<file path="src/rtl/cnt_seq_pkg.sv">
// Shared types and constants for the counter sequencer.
package cnt_seq_pkg;

    typedef enum logic [1:0] {
        IDLE = 2'd0,
        LOAD = 2'd1,
        RUN  = 2'd2,
        DONE = 2'd3
    } cnt_seq_state_t;

    localparam logic DIR_UP = 1'b1;
    localparam logic DIR_DN = 1'b0;

endpackage

</file>
<file path="src/rtl/cnt_tick_gen.sv">
// Free-running step-rate divider: tick is high on the last count of every
// TICK_DIV-cycle period. Held at zero while clr is high so each run starts
// with a full period.
module cnt_tick_gen #(
    parameter int TICK_DIV = 1
) (
    input  logic clk,
    input  logic rst,
    input  logic clr,
    output logic tick
);

    localparam int CW = (TICK_DIV > 1) ? $clog2(TICK_DIV) : 1;
    localparam logic [CW-1:0] LAST = CW'(TICK_DIV - 1);

    logic [CW-1:0] presc_reg;

    assign tick = (presc_reg == LAST);

    // Prescaler: clear, wrap on the last count, otherwise increment.
    always_ff @(posedge clk or posedge rst) begin
        if (rst) begin
            presc_reg <= '0;
        end else if (clr || tick) begin
            presc_reg <= '0;
        end else begin
            presc_reg <= presc_reg + CW'(1);
        end
    end

endmodule

</file>
<file path="src/rtl/cnt_seq_ctrl.sv">
// Command-driven sequencer for a loadable up/down counter.
// Accepts {start, end, up}, loads the counter, steps it every TICK_DIV
// cycles until it shows the end value, then pulses done.
// Optional lap-repeat mode is enabled with the macro CNT_SEQ_CTRL_REPEAT_EN.
module cnt_seq_ctrl
    import cnt_seq_pkg::*;
#(
    parameter int WIDTH    = 4,
    parameter int TICK_DIV = 1
) (
    input  logic             clk,
    input  logic             rst,
    input  logic             cmd_valid,
    output logic             cmd_ready,
    input  logic [WIDTH-1:0] cmd_start,
    input  logic [WIDTH-1:0] cmd_end,
    input  logic             cmd_up,
`ifdef CNT_SEQ_CTRL_REPEAT_EN
    input  logic             cmd_repeat,
`endif
    input  logic             abort,
    output logic             cnt_en,
    output logic             cnt_up,
    output logic             cnt_load,
    output logic [WIDTH-1:0] cnt_in,
    input  logic [WIDTH-1:0] cnt_val,
    output logic             busy,
    output logic             done
);

    cnt_seq_state_t   state_reg, state_next;
    logic [WIDTH-1:0] start_reg;
    logic [WIDTH-1:0] end_reg;
    logic             dir_reg;
    logic             repeat_reg;
    logic             accept;
    logic             abort_act;
    logic             tick;

    assign accept    = cmd_valid && (state_reg == IDLE);
    // Abort only matters while a sequence is loading or running.
    assign abort_act = abort && ((state_reg == LOAD) || (state_reg == RUN));

    cnt_tick_gen #(
        .TICK_DIV (TICK_DIV)
    ) u_tick_gen (
        .clk  (clk),
        .rst  (rst),
        .clr  (state_reg != RUN),
        .tick (tick)
    );

    // State register.
    always_ff @(posedge clk or posedge rst) begin
        if (rst) begin
            state_reg <= IDLE;
        end else begin
            state_reg <= state_next;
        end
    end

    // Command latch, captured on acceptance.
    always_ff @(posedge clk or posedge rst) begin
        if (rst) begin
            start_reg <= '0;
            end_reg   <= '0;
            dir_reg   <= DIR_DN;
        end else if (accept) begin
            start_reg <= cmd_start;
            end_reg   <= cmd_end;
            dir_reg   <= cmd_up ? DIR_UP : DIR_DN;
        end
    end

`ifdef CNT_SEQ_CTRL_REPEAT_EN
    // Repeat flag: set at acceptance, dropped by abort.
    always_ff @(posedge clk or posedge rst) begin
        if (rst) begin
            repeat_reg <= 1'b0;
        end else if (accept) begin
            repeat_reg <= cmd_repeat;
        end else if (abort_act) begin
            repeat_reg <= 1'b0;
        end
    end
`else
    assign repeat_reg = 1'b0;
`endif

    // Next-state and output decode; abort gates load/enable in the same cycle.
    always_comb begin
        state_next = state_reg;
        cmd_ready  = 1'b0;
        cnt_en     = 1'b0;
        cnt_up     = 1'b0;
        cnt_load   = 1'b0;
        cnt_in     = '0;
        busy       = 1'b1;
        done       = 1'b0;
        unique case (state_reg)
            IDLE: begin
                cmd_ready = 1'b1;
                busy      = 1'b0;
                if (accept) begin
                    state_next = LOAD;
                end
            end
            LOAD: begin
                cnt_up = dir_reg;
                cnt_in = start_reg;
                if (abort_act) begin
                    state_next = IDLE;
                end else begin
                    cnt_load   = 1'b1;
                    state_next = RUN;
                end
            end
            RUN: begin
                cnt_up = dir_reg;
                if (abort_act) begin
                    state_next = IDLE;
                end else if (cnt_val == end_reg) begin
                    state_next = DONE;
                end else begin
                    cnt_en = tick;
                end
            end
            DONE: begin
                cnt_up     = dir_reg;
                done       = 1'b1;
                state_next = repeat_reg ? LOAD : IDLE;
            end
            default: begin
                state_next = IDLE;
            end
        endcase
    end

endmodule
</file>
<file path="config.mk">
export PLATFORM = sky130hd
export DESIGN_NAME = cnt_seq_ctrl
export DESIGN_NICKNAME = d
export VERILOG_FILES = /design/src/rtl/cnt_seq_pkg.sv /design/src/rtl/cnt_tick_gen.sv /design/src/rtl/cnt_seq_ctrl.sv
export SDC_FILE = /design/constraint.sdc
export NUM_CORES = 1
export LEC_CHECK = 0
export ABC_AREA = 0
export CAP_MARGIN = 10
export CORE_UTILIZATION = 35
export DETAILED_ROUTE_END_ITERATION = 8
export MAX_ROUTING_LAYER = met4
export PLACE_DENSITY_LB_ADDON = 0.05
export SLEW_MARGIN = 20
export SYNTH_ARGS = -nofsm -noshare
export SYNTH_HDL_FRONTEND = slang
export SYNTH_SLANG_ARGS = --single-unit
</file>
<file path="constraint.sdc">
create_clock -name clk -period 1.8 [get_ports clk]
set_input_delay 0.36 -clock clk [delete_from_list [all_inputs] [get_ports clk]]
set_output_delay 0.36 -clock clk [all_outputs]
set_load 0.03 [all_outputs]
</file>
# --- Word level (Yosys, flattened, before mapping) ---
# Index checks and enable logic that the tools add are counted.
totals:
  ff_bits: 12
  latchBits: 0
  mem_bits_rw: 0
  rom_bits: 0
  inputBits: 17
  elab_cells: 38
  mem_count: 0
classes:
  addsub: 1
  multipliers: 0
  div: 0
  magnitude_cmp: 0
  n_eq_ne: 7
  n_shift: 0
  n_mux: 17
  n_bitwise: 1
  reduce_logical: 7
op_table:
  columns: ["op", "n"]
  rows:
  - ["2-to-1 mux 1 bit", 11]
  - ["2-to-1 mux 2 bit", 4]
  - ["one-hot mux 2 bit (4 select lines)", 1]
  - ["== test 2 bit (second input constant)", 2]
  - ["== test 4 bit", 1]
  - ["2-to-1 mux 4 bit", 1]
  - ["!= test 2 bit (second input constant)", 2]
  - ["!= test 3 x 2 -> 1 bit (second input constant)", 1]
  - ["OR reduction 3 bit", 1]
  - ["== test 2 x 1 -> 1 bit (second input constant)", 1]
  - ["logical AND 1 bit", 2]
  - ["zero test 2 bit", 1]
  - ["logical OR 1 bit", 2]
  - ["AND reduction 2 bit", 1]
  - ["adder 1 bit (second input constant)", 1]
  - ["inverter 1 bit", 1]

# --- Depth between registers and ports, before layout ---
logic_depth:
  ltp_word: 5
  depth_mapped: 6
  ltp_nobuf: 6

# --- Modules after synthesis ---
# From an unflattened synthesis, not the netlist that was laid out.
hier_totals:
  hier_cells: 53
  area_unflattened_um2: 636.9
modules_own_cells:
  columns: ["module", "n_inst", "cells_per_inst", "area_per_inst_um2"]
  rows:
  - ["cnt_seq_ctrl", 1, 49, 600.6]
  - ["cnt_tick_gen", 1, 4, 36.3]

# --- Least setup slack after synthesis ---
# Ideal clock, no wire load.
synth_path:
  path_type: "register -> register"
  start: "reg state_reg[0]"
  end: "reg state_reg[0]"
  setup_ns: 0.127
  arrival_ns: 1.543
  t_required_ns: 1.673
  setup_slack_ns: 0.130
  path_stages_with_launch: 7
  synth_period_minus_slack_ns: 1.670
  cell_sequence: "dfrtp_1 inv_1 ha_1 inv_1 nor2_1 a21oi_2 o32a_2"
synth_between:
  elab_chain_cells: 5
  elab_cells_between_ends: 12
  cone_classes: "5 x eq/ne; 2 x mux; 5 x reduce/logical"
synth_rtl:
  columns: ["element", "line", "text"]
  rows:
  - ["start, declared", "cnt_seq_ctrl.sv:31", "cnt_seq_state_t state_reg, state_next;"]
  - ["start signal, assigned", "cnt_seq_ctrl.sv:58", "state_reg <= state_next;"]
  - ["== test 2 x 1 -> 1 bit or == test 2 bit (tied branches)", "cnt_seq_ctrl.sv:42, cnt_seq_ctrl.sv:100", null]
  - ["logical OR 1 bit", "cnt_seq_ctrl.sv:42", "assign abort_act = abort && ((state_reg == LOAD) || (state_reg == RUN));"]
  - ["logical AND 1 bit", "cnt_seq_ctrl.sv:42", null]
  - ["2-to-1 mux 2 bit or != test 3 x 2 -> 1 bit (tied branches)", null, null]
  - ["one-hot mux 2 bit (4 select lines) or AND reduction 2 bit (tied branches)", null, null]
# Parallel ways exist; a longest one is shown, timed or not.
# A chain may end at the register's enable or synchronous reset.

# --- Final worst setup path ---
layout_path:
  start: "reg state_reg[1]"
  end: "out cnt_en"
layout_between:
  elab_chain_cells: 5
  elab_cells_between_ends: 6
  cone_classes: "2 x eq/ne; 2 x mux; 2 x reduce/logical"
layout_rtl:
  columns: ["element", "line", "text"]
  rows:
  - ["== test 2 x 1 -> 1 bit or == test 2 bit (tied branches)", "cnt_seq_ctrl.sv:42, cnt_seq_ctrl.sv:100", null]
  - ["logical OR 1 bit", "cnt_seq_ctrl.sv:42", null]
  - ["logical AND 1 bit", "cnt_seq_ctrl.sv:42", null]
  - ["2-to-1 mux 1 bit", "cnt_seq_ctrl.sv:120", "if (abort_act) begin"]
  - ["2-to-1 mux 1 bit (*)", "cnt_seq_ctrl.sv:100", "unique case (state_reg)"]
  - ["end, declared", "cnt_seq_ctrl.sv:22", "output logic cnt_en,"]
# Every way passes the cells marked *; elsewhere a longest branch is shown, timed or not.

==> results.cfg <==
[run_status]
status = completed

[timing]
holdWs_ns = 0.406
max_freq_mhz = 573
rsz0062_at_grt = true
hold_viol = 0
finalClockSkew_ns = 0.000555
setup_violations = 0
slew_viol_final = 0
period_needed_ns = 1.74
period_share_pct = 96.9

[placed_design]
port_buffers = 26
place.gp.congestion = 0.867
hpwl_um = 935
place_inst = 108

[critical_path]
cp_max_fo = 3
worst_ep_arrival_time_ns = 1.38
start_kind = register
critPathKind = register to primary output
end_kind = primary output
worstPathRequired_ns = 1.44

[synth]
synthFlopType = dfrtp_1
synth.most_common_cell = dfrtp_1
seq_area_frac_synth_pct = 46.5
syn_nets = 76
synth-edff-count = 0
postSynthAreaPerCell_um2 = 12.0
synth_top_area_share_pct = 46.5
synth_common_cells = dfrtp_1 (12), mux2_2 (9), and2_1 (5), ha_1 (5)
ys_ff_latch = 12
yosysTopAreaCell = dfrtp_1
synthArstFlopShare_pct = 100
ys_warn_count = 0
synth_area_leaders = dfrtp_1 (47%), mux2_2 (16%), ha_1 (9.7%)
postSynthCellCount = 54
syn_area_um2 = 646
yosysUniqueCellTypes = 19

[final_layout]
final_layout_size_suffix_gt1_share_pct = 39.8
nets = 111
n_antenna_cell = 0
instances_no_fill = 113
synthToLayoutAreaGrowth_pct = 56.6
final_util_pct = 58.6
fill_cells = 166

[grt]
grt-ovfl-total = 0
grtUsageTotal_pct = 14.4
antenna_found_initial = 0
grt_pass1_vias = 473
grt_max_degree = 13
grt_pass1_wl_um = 1970

[cts]
cts_buffers = 3
cts_tree = done
clkSinkCount = 12
clk_pin_slew_worst_paths_ns = 0.08
cts-htree-levels = 1
clk_path_buf_depth = 2
cts_root_buf = clkbuf_4
worstSkewPairLatency_ns = 0.26
postCtsHoldBufs = 0

[power_and_ir_drop]
total_leakage_power_nw = 0.461
max-vdd-ir-drop_mv = 0.693
power.density_mw_per_mm2 = 1670

[route]
wl_per_cell_um = 10.5
antenna_left = 0
vias = 500
viasPerCell = 4.42
drt_iter0_drc = 5
routed_wl_um = 1180
drc_errors = 0
drtPass1Iterations = 2

[die]
die_w_um = 45.0
io_pins = 27
num_rows = 15
dieArea_mm2 = 0.00202
die_h_um = 45.0
core_mm2 = 0.00173
start_util_pct = 37.4

[flow_run]
drv_cap = 0

[hold_path]
hp-class = input port to asynchronous set/reset pin
## final timing paths
kind                              start      endpoint  slack, ns  cells past startpoint
max reg2reg                state_reg[1]  state_reg[0]       0.42                      4
max                        state_reg[1]        cnt_en       0.06                      4
min reg2reg                start_reg[2]  start_reg[2]       0.51                      1
max in group asynchronous           rst  state_reg[0]       1.07                      2
min                                 rst  start_reg[2]       0.41                      2
min in group clk           start_reg[2]  start_reg[2]       0.51                      1
## per-layer routing
layer	vias up	global-route usage, %	wire [um]
li1	251	-	-
met1	235	17.9	550
met2	12	21.7	574
met3	2	3.60	50
met4	0	7.27	9
met5	-	-	0
## repair_timing
| item | 4_1_cts | 5_1_grt |
|---|---|---|
| resized for setup | 8 | 7 |
| setup endpoints to repair | 4 | 9 |
| buffers inserted | 0 | 1 |
| pin swaps | 5 | 1 |
| gates cloned | 0 | 0 |
## critical path, cell delays in order (launching register included)
cell and delay, ns:
dfrtp_1 0.40, buf_4 0.14, ha_1 0.19, and4b_2 0.25, buf_6 0.13
## logic make-up (layout without fill, tap and decap cells)
| kind of cell | count (synthesis) | after routing | share of synthesized area (%) |
|---|---|---|---|
| adders and majority gates | 5 | 5 | 9.69 |
| and+or+nand+nor | 16 | 16 | 15.1 |
| xor gates and xnor gates | 4 | 4 | 5.43 |
| AOI/OAI and AO/OA | 2 | 2 | 3.10 |
| other | 1 | 1 | 0.581 |
| muxes | 10 | 10 | 17.2 |
| DFF | 12 | 12 | 46.5 |
| buffers and inverters | 4 | 38 | 2.32 |
## power by group
group | switching, mW | internal [mW]
combinational | 0.510 | 0.499
sequential | 0.0683 | 0.397
clock | 0.0884 | 0.123
total | 0.667 | 1.02
## through the flow
step	TNS, ns	setup WS [ns]	instance area [um^2]	power [mW]
3_3_place_gp	-0.0301	-0.0301	942	1.43
5_1_grt	-0.0000914	-0.0000914	1010	1.81
2_1_floorplan	0	0.130	646	1.11
4_1_cts	0	0.00403	973	1.63
3_5_place_dp	-0.0512	-0.0512	942	1.43
6_report	0	0.0559	1010	1.68
## cells in the final DEF (no fill, tap or decap), drive strengths merged, types with 2 or more instances in the layout
| master | count |
|---|---|
| and2 | 5 |
| dlygate4sd2 | 7 |
| ha | 5 |
| nand2 | 2 |
| clkbuf | 4 |
| mux2 | 9 |
| inv | 4 |
| clkdlybuf4s50 | 12 |
| nor2 | 3 |
| xnor2 | 4 |
| dfrtp | 12 |
| buf | 11 |
## final cells by class
| class | count | area [um^2] | share of cell area [%] |
|---|---|---|---|
| Timing Repair Buffer | 30 | 268 | 26.5 |
| Multi-Input combinational cell | 38 | 360 | 35.6 |
| Sequential cell | 12 | 300 | 29.7 |
| Clock buffer | 4 | 36.3 | 3.59 |
| Tap cell | 25 | 31.3 | 3.09 |
| Inverter | 4 | 15.0 | 1.49 |
Power figures use the tool's default switching activity.
